<file path="config.mk">
export PLATFORM = sky130hd
export DESIGN_NAME = matrix_ascii_formatter
export DESIGN_NICKNAME = d
export VERILOG_FILES = /design/src/rtl/matrix_fmt_pkg.sv /design/src/rtl/bin2dec_serial.sv /design/src/rtl/matrix_ascii_formatter.sv
export SDC_FILE = /design/constraint.sdc
export NUM_CORES = 1
export LEC_CHECK = 0
export ABC_CLOCK_PERIOD_IN_PS = 3700
export BUFFER_PORTS_ARGS = -buffer_cell sky130_fd_sc_hd__buf_2
export CORE_MARGIN = 10
export CORE_UTILIZATION = 60
export CTS_BUF_LIST = sky130_fd_sc_hd__clkbuf_4
export DETAILED_ROUTE_END_ITERATION = 7
export GPL_ROUTABILITY_DRIVEN = 0
export PLACE_DENSITY = 0.78
export SYNTH_ARGS = -nofsm -noshare
export SYNTH_HDL_FRONTEND = slang
export SYNTH_SLANG_ARGS = --single-unit
</file>
<file path="constraint.sdc">
create_clock -name clk -period 3.7 [get_ports clk]
set_input_delay 0.37 -clock clk [delete_from_list [all_inputs] [get_ports clk]]
set_output_delay 0.37 -clock clk [all_outputs]
set_load 0.05 [all_outputs]
</file>
<file path="src/rtl/matrix_fmt_pkg.sv">
// Shared types and constants for the matrix ASCII formatter.
// Holds the FSM state enums, the decimal power table and ASCII codes.
package matrix_fmt_pkg;

    localparam int unsigned MAX_DIM_DEF = 5;
    localparam int unsigned ADDR_W_DEF  = 9;
    localparam int unsigned DATA_W_DEF  = 32;
    localparam int unsigned DIM_W       = 3;
    localparam int unsigned BYTE_W      = 8;
    localparam int unsigned POW_W       = 32;

    // Top-level sequencing: element fetch, conversion, separators, completion.
    typedef enum logic [2:0] {
        ST_IDLE,
        ST_READ,
        ST_WAIT,
        ST_CONV,
        ST_SEP,
        ST_FLUSH,
        ST_DONE
    } fmt_state_t;

    // Binary-to-decimal serializer states.
    typedef enum logic [1:0] {
        B_IDLE,
        B_SIGN,
        B_DIGIT,
        B_EMIT
    } b2d_state_t;

    localparam logic [POW_W-1:0] POW10 [0:9] = '{
        32'd1,
        32'd10,
        32'd100,
        32'd1000,
        32'd10000,
        32'd100000,
        32'd1000000,
        32'd10000000,
        32'd100000000,
        32'd1000000000
    };

    localparam logic [BYTE_W-1:0] ASC_SPACE = 8'h20;
    localparam logic [BYTE_W-1:0] ASC_MINUS = 8'h2D;
    localparam logic [BYTE_W-1:0] ASC_CR    = 8'h0D;
    localparam logic [BYTE_W-1:0] ASC_LF    = 8'h0A;
    localparam logic [BYTE_W-1:0] ASC_ZERO  = 8'h30;

endpackage

</file>
<file path="src/rtl/bin2dec_serial.sv">
// Serial signed 32-bit to ASCII decimal converter.
// Emits an optional '-' then the decimal digits with leading zeros
// suppressed, one byte per valid/ready handshake; last_c flags the final digit.
// Ports:
//   clk, rst          clock, synchronous active-high reset
//   start             one-cycle pulse capturing value (only honoured when idle)
//   value             two's-complement input
//   ready             consumer accepts the presented byte this cycle
//   byte_c, valid_c   presented byte and its qualifier (combinational)
//   last_c            presented byte is the least significant digit
module bin2dec_serial
    import matrix_fmt_pkg::*;
(
    input  logic              clk,
    input  logic              rst,
    input  logic              start,
    input  logic [POW_W-1:0]  value,
    input  logic              ready,
    output logic [BYTE_W-1:0] byte_c,
    output logic              valid_c,
    output logic              last_c
);

    b2d_state_t       state;
    b2d_state_t       state_next;
    logic             neg;
    logic [POW_W-1:0] mag;
    logic [3:0]       k;
    logic [3:0]       cnt;
    logic             seen;
    logic             emit_c;

    // State register.
    always_ff @(posedge clk) begin
        if (rst) begin
            state <= B_IDLE;
        end else begin
            state <= state_next;
        end
    end

    // Next state and byte presentation.
    always_comb begin
        state_next = state;
        byte_c     = '0;
        valid_c    = 1'b0;
        last_c     = 1'b0;
        // A digit is printed once anything nonzero has appeared, or for the units place.
        emit_c     = (cnt != 4'd0) || seen || (k == 4'd0);
        case (state)
            B_IDLE: begin
                if (start) begin
                    state_next = B_SIGN;
                end
            end
            B_SIGN: begin
                if (neg) begin
                    valid_c = 1'b1;
                    byte_c  = ASC_MINUS;
                    if (ready) begin
                        state_next = B_DIGIT;
                    end
                end else begin
                    state_next = B_DIGIT;
                end
            end
            B_DIGIT: begin
                if (mag < POW10[k]) begin
                    state_next = B_EMIT;
                end
            end
            B_EMIT: begin
                if (emit_c) begin
                    valid_c = 1'b1;
                    byte_c  = ASC_ZERO + {4'd0, cnt};
                    last_c  = (k == 4'd0);
                    if (ready) begin
                        state_next = (k == 4'd0) ? B_IDLE : B_DIGIT;
                    end
                end else begin
                    state_next = B_DIGIT;
                end
            end
            default: state_next = B_IDLE;
        endcase
    end

    // Magnitude, digit position and repeated-subtraction counter.
    always_ff @(posedge clk) begin
        if (rst) begin
            neg  <= 1'b0;
            mag  <= '0;
            k    <= 4'd0;
            cnt  <= 4'd0;
            seen <= 1'b0;
        end else begin
            case (state)
                B_IDLE: begin
                    if (start) begin
                        neg  <= value[POW_W-1];
                        // Unsigned negation keeps -2^31 representable as 2^31.
                        mag  <= value[POW_W-1] ? ((~value) + 32'd1) : value;
                        k    <= 4'd9;
                        cnt  <= 4'd0;
                        seen <= 1'b0;
                    end
                end
                B_DIGIT: begin
                    if (mag >= POW10[k]) begin
                        mag <= mag - POW10[k];
                        cnt <= cnt + 4'd1;
                    end
                end
                B_EMIT: begin
                    if (!emit_c || ready) begin
                        seen <= seen | emit_c;
                        cnt  <= 4'd0;
                        if (k != 4'd0) begin
                            k <= k - 4'd1;
                        end
                    end
                end
                default: ;
            endcase
        end
    end

endmodule

</file>
<file path="src/rtl/matrix_ascii_formatter.sv">
// Reads an m x n matrix of signed 32-bit elements from synchronous storage
// and streams it as ASCII decimal text: space-separated, rows ended by CR LF.
// Ports:
//   clk, rst                       clock, synchronous active-high reset
//   i_start, i_base_addr, i_m, i_n start request with base address and dims
//   o_rd_addr, i_rd_data           storage read port (data one cycle after address)
//   o_tx_data, o_tx_valid, i_tx_ready  byte stream to the UART transmitter
//   o_busy, o_done, o_err          status: active, completion pulse, rejected-start pulse
module matrix_ascii_formatter
    import matrix_fmt_pkg::*;
#(
    parameter int unsigned MAX_DIM = MAX_DIM_DEF,
    parameter int unsigned ADDR_W  = ADDR_W_DEF,
    parameter int unsigned DATA_W  = DATA_W_DEF
) (
    input  logic              clk,
    input  logic              rst,
    input  logic              i_start,
    input  logic [ADDR_W-1:0] i_base_addr,
    input  logic [2:0]        i_m,
    input  logic [2:0]        i_n,
    output logic [ADDR_W-1:0] o_rd_addr,
    input  logic [DATA_W-1:0] i_rd_data,
    output logic [7:0]        o_tx_data,
    output logic              o_tx_valid,
    input  logic              i_tx_ready,
    output logic              o_busy,
    output logic              o_done,
    output logic              o_err
);

    fmt_state_t        state;
    fmt_state_t        state_next;
    logic [DIM_W-1:0]  m_q;
    logic [DIM_W-1:0]  n_q;
    logic [DIM_W-1:0]  r_q;
    logic [DIM_W-1:0]  c_q;
    logic              lf_phase;

    logic              dims_ok_c;
    logic              last_col_c;
    logic              last_row_c;
    logic              out_free_c;
    logic              load_c;
    logic [BYTE_W-1:0] load_byte_c;
    logic              sub_start_c;
    logic              sub_ready_c;
    logic [BYTE_W-1:0] sub_byte_c;
    logic              sub_valid_c;
    logic              sub_last_c;

    assign dims_ok_c  = (i_m != 3'd0) && (32'(i_m) <= MAX_DIM) &&
                        (i_n != 3'd0) && (32'(i_n) <= MAX_DIM);
    assign last_col_c = (c_q == (n_q - 3'd1));
    assign last_row_c = (r_q == (m_q - 3'd1));
    // Output register may take a new byte when empty or being drained this edge.
    assign out_free_c = !o_tx_valid || i_tx_ready;

    bin2dec_serial u_b2d (
        .clk     (clk),
        .rst     (rst),
        .start   (sub_start_c),
        .value   (i_rd_data),
        .ready   (sub_ready_c),
        .byte_c  (sub_byte_c),
        .valid_c (sub_valid_c),
        .last_c  (sub_last_c)
    );

    // State register.
    always_ff @(posedge clk) begin
        if (rst) begin
            state <= ST_IDLE;
        end else begin
            state <= state_next;
        end
    end

    // Next state and selection of the byte to load into the output register.
    always_comb begin
        state_next  = state;
        load_c      = 1'b0;
        load_byte_c = '0;
        sub_start_c = 1'b0;
        sub_ready_c = 1'b0;
        case (state)
            ST_IDLE: begin
                if (i_start && dims_ok_c) begin
                    state_next = ST_READ;
                end
            end
            ST_READ: state_next = ST_WAIT;
            ST_WAIT: begin
                sub_start_c = 1'b1;
                state_next  = ST_CONV;
            end
            ST_CONV: begin
                sub_ready_c = out_free_c;
                if (sub_valid_c && out_free_c) begin
                    load_c      = 1'b1;
                    load_byte_c = sub_byte_c;
                    if (sub_last_c) begin
                        state_next = ST_SEP;
                    end
                end
            end
            ST_SEP: begin
                if (out_free_c) begin
                    load_c = 1'b1;
                    if (!last_col_c) begin
                        load_byte_c = ASC_SPACE;
                        state_next  = ST_READ;
                    end else if (!lf_phase) begin
                        load_byte_c = ASC_CR;
                    end else begin
                        load_byte_c = ASC_LF;
                        state_next  = last_row_c ? ST_FLUSH : ST_READ;
                    end
                end
            end
            // Hold until the final LF leaves the output register.
            ST_FLUSH: begin
                if (out_free_c) begin
                    state_next = ST_DONE;
                end
            end
            ST_DONE: state_next = ST_IDLE;
            default: state_next = ST_IDLE;
        endcase
    end

    // Registered outputs, address pointer and row/column bookkeeping.
    always_ff @(posedge clk) begin
        if (rst) begin
            o_rd_addr  <= '0;
            o_tx_data  <= '0;
            o_tx_valid <= 1'b0;
            o_busy     <= 1'b0;
            o_done     <= 1'b0;
            o_err      <= 1'b0;
            m_q        <= '0;
            n_q        <= '0;
            r_q        <= '0;
            c_q        <= '0;
            lf_phase   <= 1'b0;
        end else begin
            o_busy <= (state_next != ST_IDLE);
            o_done <= (state_next == ST_DONE);
            o_err  <= (state == ST_IDLE) && i_start && !dims_ok_c;

            if (load_c) begin
                o_tx_data  <= load_byte_c;
                o_tx_valid <= 1'b1;
            end else if (i_tx_ready) begin
                o_tx_valid <= 1'b0;
            end

            case (state)
                ST_IDLE: begin
                    if (i_start && dims_ok_c) begin
                        o_rd_addr <= i_base_addr;
                        m_q       <= i_m;
                        n_q       <= i_n;
                        r_q       <= '0;
                        c_q       <= '0;
                        lf_phase  <= 1'b0;
                    end
                end
                ST_CONV: begin
                    // Pointer steps once the element's last digit is accepted; wraps modulo 2^ADDR_W.
                    if (load_c && sub_last_c) begin
                        o_rd_addr <= o_rd_addr + ADDR_W'(1);
                    end
                end
                ST_SEP: begin
                    if (out_free_c) begin
                        if (!last_col_c) begin
                            c_q <= c_q + 3'd1;
                        end else if (!lf_phase) begin
                            lf_phase <= 1'b1;
                        end else begin
                            lf_phase <= 1'b0;
                            c_q      <= '0;
                            r_q      <= r_q + 3'd1;
                        end
                    end
                end
                default: ;
            endcase
        end
    end

endmodule

</file>
==> metrics.cfg, run 1 <==
[min_path]
holdCritPathClass = input pin to flop
holdPathStages = 3

[synthesis]
synth_top_area_cell = dfxtp_1
yosysTopAreaCellShare = 0.246
ys_types = 72
netlist_area_um2 = 6420
ys_top_cells_by_area = dfxtp_1 (25%), ha_1 (8.8%), nand2_1 (7.3%), a21oi_1 (6.1%), xor2_1 (5.2%)
synth_cells = 866
syn_avg_cell_area_um2 = 7.41
yosysWarnings = 0
ys_top_cells_by_count = nand2_1 (124), dfxtp_1 (79), a21oi_1 (78)
synth_ff_type = dfxtp_1
synthArstFlopShare = 0
ys_seq_area_frac = 0.246
synth_edf_count = 0
synth-seq-cells = 79
yosysMostFrequentCell = nand2_1

[final_layout]
area_delta_synth_final_pct = 11.9
fill_cells = 922
num-nets-final = 1031
drive_above_1_share = 0.151
postLayoutCellArea_um2 = 7180
fin_cells = 1074
antennaDiodeCount = 0

[routing]
vias = 6687
viasPerCell = 6.23
drc = 0
post_drt_wl_per_cell_um = 16.9
finalWirelength_mm = 18.2
antenna_left = 0
first_pass_iters = 6
initialDrtViolationCount = 717

[power]
power_uw = 6320
power.internal_uw = 3190
p_leak_uw = 0.00307
ir_drop_uv = 667
switchingPower_uw = 3130
pwr-share-comb = 0.724
p_seq_frac = 0.182
swShare = 0.495
pwr-share-clk = 0.094
p_per_area_nw_per_um2 = 880

[worst_setup_path]
cp_slowest_stage_delay_ns = 0.46
critical_path_arrival_ns = 3.88
critPathSlowestCell = or3_1
criticalPathCategory = flop to flop
cp.required_ns = 4.05
ff2ff_path_depth = 15
critPathTopFamily = simple AND/OR/NAND/NOR gates
cp_max_fo = 10
cp_cell_sequence = inv_1, ha_1, nand2_1, nand2_1, nand2_1, ha_1, nand4_1, or3_1, nor3_1, nand4_1, and3_1, a21oi_4, buf_4, o211ai_1, a21oi_1
setup.worst_path.start_class = flop
cp_num_buf_inv = 2
crit_cells = 15
crit_top_cell = nand2_1
worstSetupEndpointType = flop

[floorplan]
rows = 37
pin_count = 72
die_x_um = 123
fp.dieH_um = 123
start_util = 0.619
core_area_um2 = 10400
die_area_um2 = 15200

[cts]
cts_tree = built
cts_buffer_depth = 2
cts_buffers = 9
clk_pin_slew_ns = 0.14
cts.sinks = 79
worstSkewPairLatency_ns = 0.43
postCtsHoldBufs = 0
cts-root-buf = clkbuf_4
htree_levels = 3

[sta]
setup_ws_ns = 0.168
fin_crit_sh = 0.955
skew_ns = 0.0196
setup_violations = 0
slew-limit-headroom = 0.230
slew_violations = 0
clock.fmax_ghz = 0.283
post-route-min-period_ns = 3.53
hold_viol = 0
grt_setup_unrepaired = yes
worstMarginPinSlew_ns = 1.16

[placement]
dp_cells = 1055
dpl-instance-area_um2 = 6970
dpl.hpwl_mm = 13.8
pre_cts_ws_ns = 0.0625
port_buffers = 69

[global_route]
grt_antenna_before_repair = 0
grt_max_degree = 41
overflow = 0
grt_pass1_wl_mm = 30.2
track_usage = 0.236
grt_pass1_vias = 6366

[status]
status = finished clean

[job]
maxCapViolCount = 0

==> what timing repair did <==
item | CTS | global route
hold endpoints to repair | 0 | 0
setup buffers | 0 | 4
resized for setup | 0 | 10
endpoints found under the setup margin | 0 | 36
==> routing by layer <==
metal | GRT usage | wire [um] | up-vias
met3 | 0.0337 | 1130 | 42
met4 | 0.0764 | 429 | 0
li1 | - | - | 3262
met2 | 0.402 | 8830 | 270
met1 | 0.300 | 7780 | 3113
met5 | 0 | 0 | -
==> flip-flops by register name (all words and copies together) (netlist names) <==
name	cells
u_b2d.mag	32
o_rd_addr	9
o_tx_data	6
u_b2d.cnt	4
u_b2d.k	4
c_q	3
m_q	3
n_q	3
r_q	3
state	3
u_b2d.state	2
lf_phase	1
o_busy	1
o_done	1
o_err	1
o_tx_valid	1
u_b2d.neg	1
u_b2d.seen	1
==> cells by family after synthesis <==
family | synth area share
buffers and inverters | 0.0499
and+or+nand+nor | 0.250
AOI/OAI and AO/OA | 0.265
muxes | 0.00955
adders and majority gates | 0.0908
DFF | 0.246
other | 0.000584
xor gates and xnor gates | 0.0873
==> power groups by stage <==
stage	Sequential, uW	Clock (uW)	Combinational (uW)
floorplan	1140	0	3210
global placement	1160	0	4180
detailed placement	1160	0	4270
finish	1150	596	4580
global route	1170	637	4970
CTS	1140	600	4320
==> path summary, 6_finish.rpt <==
| kind | start | to | slack (ns) |
|---|---|---|---|
| setup reg to reg | u_b2d.k[0] | u_b2d.mag[1] | 0.17 |
| setup / recovery | u_b2d.k[0] | u_b2d.mag[1] | 0.17 |
| hold / removal | i_base_addr[0] | o_rd_addr[0] | 0.19 |
| hold reg to reg | n_q[1] | n_q[1] | 0.47 |
==> layout by cell type (no fill, tap or decap), types with 7 or more instances in the layout <==
master | Yosys | final
xor2_1 | 38 | 38
nand3_1 | 16 | 16
a21oi_1 | 78 | 77
and3_1 | 12 | 12
nand2_1 | 124 | 124
dfxtp_1 | 79 | 78
ha_1 | 45 | 44
o21ai_0 | 46 | 45
nor2_1 | 71 | 70
nand2b_1 | 14 | 14
inv_1 | 33 | 33
o31ai_1 | 12 | 12
a211oi_1 | 15 | 15
or3_1 | 12 | 12
buf_2 | 10 | 69
a31oi_1 | 14 | 14
a22oi_1 | 8 | 8
buf_4 | 2 | 30
nor3_1 | 30 | 30
nor2b_1 | 10 | 8
nand3b_1 | 7 | 7
clkbuf_4 | 1 | 9
o211ai_1 | 23 | 23
a21o_1 | 10 | 10
xnor2_1 | 26 | 26
nand4_1 | 13 | 13
==> per-stage QoR <==
step                      setup TNS [ns]  hold slack, ns  utilization
final                                  0           0.191        0.692
after global routing              -0.146           0.183        0.692
after CTS                              0           0.171        0.687
after detailed placement               0           0.453        0.672
after global placement                 0           0.445        0.672
after floorplan                        0           0.432            -
==> cell type report <==
type,instances,area (um^2),area share
flip-flops and latches,79,1580,0.220
clock inverters,6,86.3,0.0120
inverters,35,131,0.0183
clock buffers,9,67.6,0.00941
well taps,136,170,0.0237
multi-input cells,709,4550,0.634
repair buffers,100,591,0.0823
==> worst register-to-register path, cell delays in order, from the launching register on <==
cell and delay (ns):
dfxtp_1 0.36, inv_1 0.14, ha_1 0.19, nand2_1 0.09, nand2_1 0.17, nand2_1 0.08
ha_1 0.43, nand4_1 0.16, or3_1 0.46, nor3_1 0.23, nand4_1 0.15, and3_1 0.24
a21oi_4 0.26, buf_4 0.25, o211ai_1 0.11, a21oi_1 0.17
Note: power is estimated with default switching activity, not from simulation.
==> inputs of run 2 (changes only) <==
--- a/config.mk
+++ b/config.mk
@@ -5,6 +5,7 @@
 export SDC_FILE = /design/constraint.sdc
 export NUM_CORES = 1
 export LEC_CHECK = 0
+export ABC_AREA = 1
 export ABC_CLOCK_PERIOD_IN_PS = 3700
 export BUFFER_PORTS_ARGS = -buffer_cell sky130_fd_sc_hd__buf_2
 export CORE_MARGIN = 10
==> metrics.cfg, run 2 <==
[status]
status = finished clean

[global_route]
overflow = 0  ; unchanged
grt_pass1_vias = 7434  ; +17%
track_usage = 0.251  ; +0.0144
grt_max_degree = 40  ; -2.4%
grt_antenna_before_repair = 0  ; unchanged
grt_pass1_wl_mm = 34.7  ; +15%

[power]
power_uw = 6260  ; -1.0%
p_per_area_nw_per_um2 = 800  ; -9.1%
p_seq_frac = 0.188  ; +0.006
ir_drop_uv = 716  ; +7.3%
switchingPower_uw = 3590  ; +15%
power.internal_uw = 2670  ; -16%
p_leak_uw = 0.00399  ; +30%
pwr-share-comb = 0.726  ; +0.002
pwr-share-clk = 0.086  ; -0.008
swShare = 0.574  ; +0.0783

[sta]
slew_violations = 0  ; unchanged
finalSetupTns_ns = 0  ; unchanged
grt_setup_unrepaired = no
post-route-min-period_ns = 3.35  ; -0.178 ns
clock.fmax_ghz = 0.298  ; +5.3%
worstMarginPinSlew_ns = 0.619  ; -0.537 ns
hold_viol = 0  ; unchanged
skew_ns = 0.0212  ; +0.00163 ns
setup_violations = 0  ; unchanged
hold_slack_ns = 0.186  ; -0.00441 ns
slew-limit-headroom = 0.587  ; +0.357
fin_crit_sh = 0.907  ; -0.0480

[floorplan]
die_x_um = 130  ; +5.3%
core_area_um2 = 11900  ; +15%
die_area_um2 = 16900  ; +11%
start_util = 0.609  ; -0.0100
rows = 40  ; +8.1%
pin_count = 72  ; unchanged
fp.dieH_um = 130  ; +5.3%

[synthesis]
ys_types = 46  ; -36%
synth_ff_type = dfxtp_1
synth-seq-cells = 79  ; unchanged
syn_avg_cell_area_um2 = 5.72  ; -23%
synth_top_area_cell = dfxtp_1
yosysMostFrequentCell = nand2_1
synth_cells = 1267  ; +46%
yosysTopAreaCellShare = 0.218  ; -0.0283
netlist_area_um2 = 7250  ; +13%
ys_top_cells_by_count = nand2_1 (355), nor2_1 (198), inv_1 (153)
ys_seq_area_frac = 0.218  ; -0.0283
yosysWarnings = 0  ; unchanged
synthArstFlopShare = 0  ; unchanged
synth_edf_count = 0  ; unchanged
ys_top_cells_by_area = dfxtp_1 (22%), nand2_1 (18%), nor2_1 (10%), inv_1 (7.9%), ha_1 (7.8%)

[cts]
clk_pin_slew_ns = 0.14  ; about the same
cts-root-buf = clkbuf_4
cts_buffers = 9  ; unchanged
postCtsHoldBufs = 0  ; unchanged
worstSkewPairLatency_ns = 0.47  ; +0.04 ns
htree_levels = 3  ; unchanged
postCtsSetupRepairBufs = 0  ; unchanged
cts_tree = built
cts.sinks = 79  ; unchanged
cts_buffer_depth = 2  ; unchanged

[routing]
finalWirelength_mm = 20.8  ; +15%
first_pass_iters = 5  ; -1
antenna_left = 0  ; unchanged
vias = 8026  ; +20%
drc = 0  ; unchanged
viasPerCell = 5.44  ; -13%
initialDrtViolationCount = 553  ; -23%
post_drt_wl_per_cell_um = 14.1  ; -16%

[final_layout]
largest-register = u_b2d.mag
num-nets-final = 1420  ; +38%
postLayoutCellArea_um2 = 7820  ; +8.9%
area_delta_synth_final_pct = 7.75
top_regs = u_b2d.mag x32, o_rd_addr x9, o_tx_data x6
fin_util = 0.656  ; -0.0362
largest_reg_flops = 32  ; unchanged
fill_cells = 1210  ; +31%
multi_input_area_um2 = 4910  ; +7.9%
drive_above_1_share = 0.105  ; -0.0467
layout.area.seq_um2 = 1580  ; about the same
antennaDiodeCount = 0  ; unchanged
mostFrequentLayoutCells = nand2_1 (355), nor2_1 (198), inv_1 (153)
layout_commonest_cell = nand2_1

[placement]
dpl.hpwl_mm = 16.7  ; +21%
port_buffers = 69  ; unchanged
dpl-instance-area_um2 = 7680  ; +10%

[min_path]
holdCritPathClass = input pin to flop

[worst_setup_path]
cp_max_fo = 39  ; +29
critical_path_arrival_ns = 3.72  ; -0.16 ns
setup.worst_path.start_class = flop
criticalPathCategory = flop to flop
cp.required_ns = 4.07  ; +0.02 ns
worstSetupEndpointType = flop

[job]
maxCapViolCount = 0  ; unchanged

## run 2: worst paths after layout
kind | startpoint | end | slack, ns | depth (start not counted)
worst max-delay path | u_b2d.k[2] | u_b2d.mag[18] | 0.35 | 16
worst min-delay path | i_m[0] | m_q[0] | 0.19 | 3
worst max register to register | u_b2d.k[2] | u_b2d.mag[18] | 0.35 | 16
worst min register to register | n_q[1] | n_q[1] | 0.47 | 2
## run 2: power by group through the flow
stage | combinational [uW] | sequential (uW) | clock (uW)
floorplan | 3440 | 1150 | 0
global placement | 4400 | 1190 | 0
detailed placement | 4450 | 1180 | 0
CTS | 4470 | 1170 | 547
global route | 5160 | 1190 | 577
finish | 4540 | 1170 | 538
## run 2: worst max-delay path, stage by stage, from the launching register on
cell and delay, ns:
dfxtp_1 0.55, inv_1 0.18, nor2_1 0.32, inv_1 0.11, or2_2 0.31, ha_1 0.36, nand2_1 0.11, nor2_1 0.14
nand2_1 0.08, nor2_1 0.18, a21oi_1 0.12, nand3_2 0.16, nand2_4 0.11, inv_6 0.27, nand2_1 0.08, nor2_1 0.11
nor2_1 0.04
## run 2: metrics by stage
step | setup slack [ns] | std cells
after floorplan | 0.968 | 1268
after global placement | 0.437 | 1459
after detailed placement | 0.374 | 1459
after CTS | 0.351 | 1475
after global routing | 0.0558 | 1475
final | 0.346 | 1475
## run 2: layout make-up
type	instances	share of cell area
Clock buffer	10	0.00961
Clock inverter	6	0.00768
Inverter	160	0.0775
Multi-Input combinational cell	997	0.628
Sequential cell	79	0.202
Tap cell	147	0.0235
Timing Repair Buffer	76	0.0509
## run 2: logic make-up after synthesis
group / after synthesis / synth area share
AND/OR/NAND/NOR: 702 / 0.406
AO/OA/AOI/OAI: 236 / 0.177
buffers and inverters: 192 / 0.105
flip-flops: 79 / 0.218
adder cells (fa/ha/maj): 46 / 0.0804
XOR/XNOR: 11 / 0.0133
other: 1 / 0.000517
## run 2: per-layer routing
| metal | track usage | part of all wire | routed length [um] | vias to the layer above |
|---|---|---|---|---|
| met5 | 0 | 0 | 0 | - |
| met4 | 0.114 | 0.038 | 793 | 0 |
| met3 | 0.0462 | 0.061 | 1270 | 46 |
| met2 | 0.427 | 0.47 | 9810 | 250 |
| met1 | 0.300 | 0.43 | 8970 | 3538 |
| li1 | - | - | - | 4192 |
## run 2: repair_timing
| action | 4_1_cts | 5_1_grt |
|---|---|---|
| setup endpoints to repair | 0 | 5 |
| hold endpoints to repair | 0 | 0 |
| gates resized for setup | 0 | 1 |
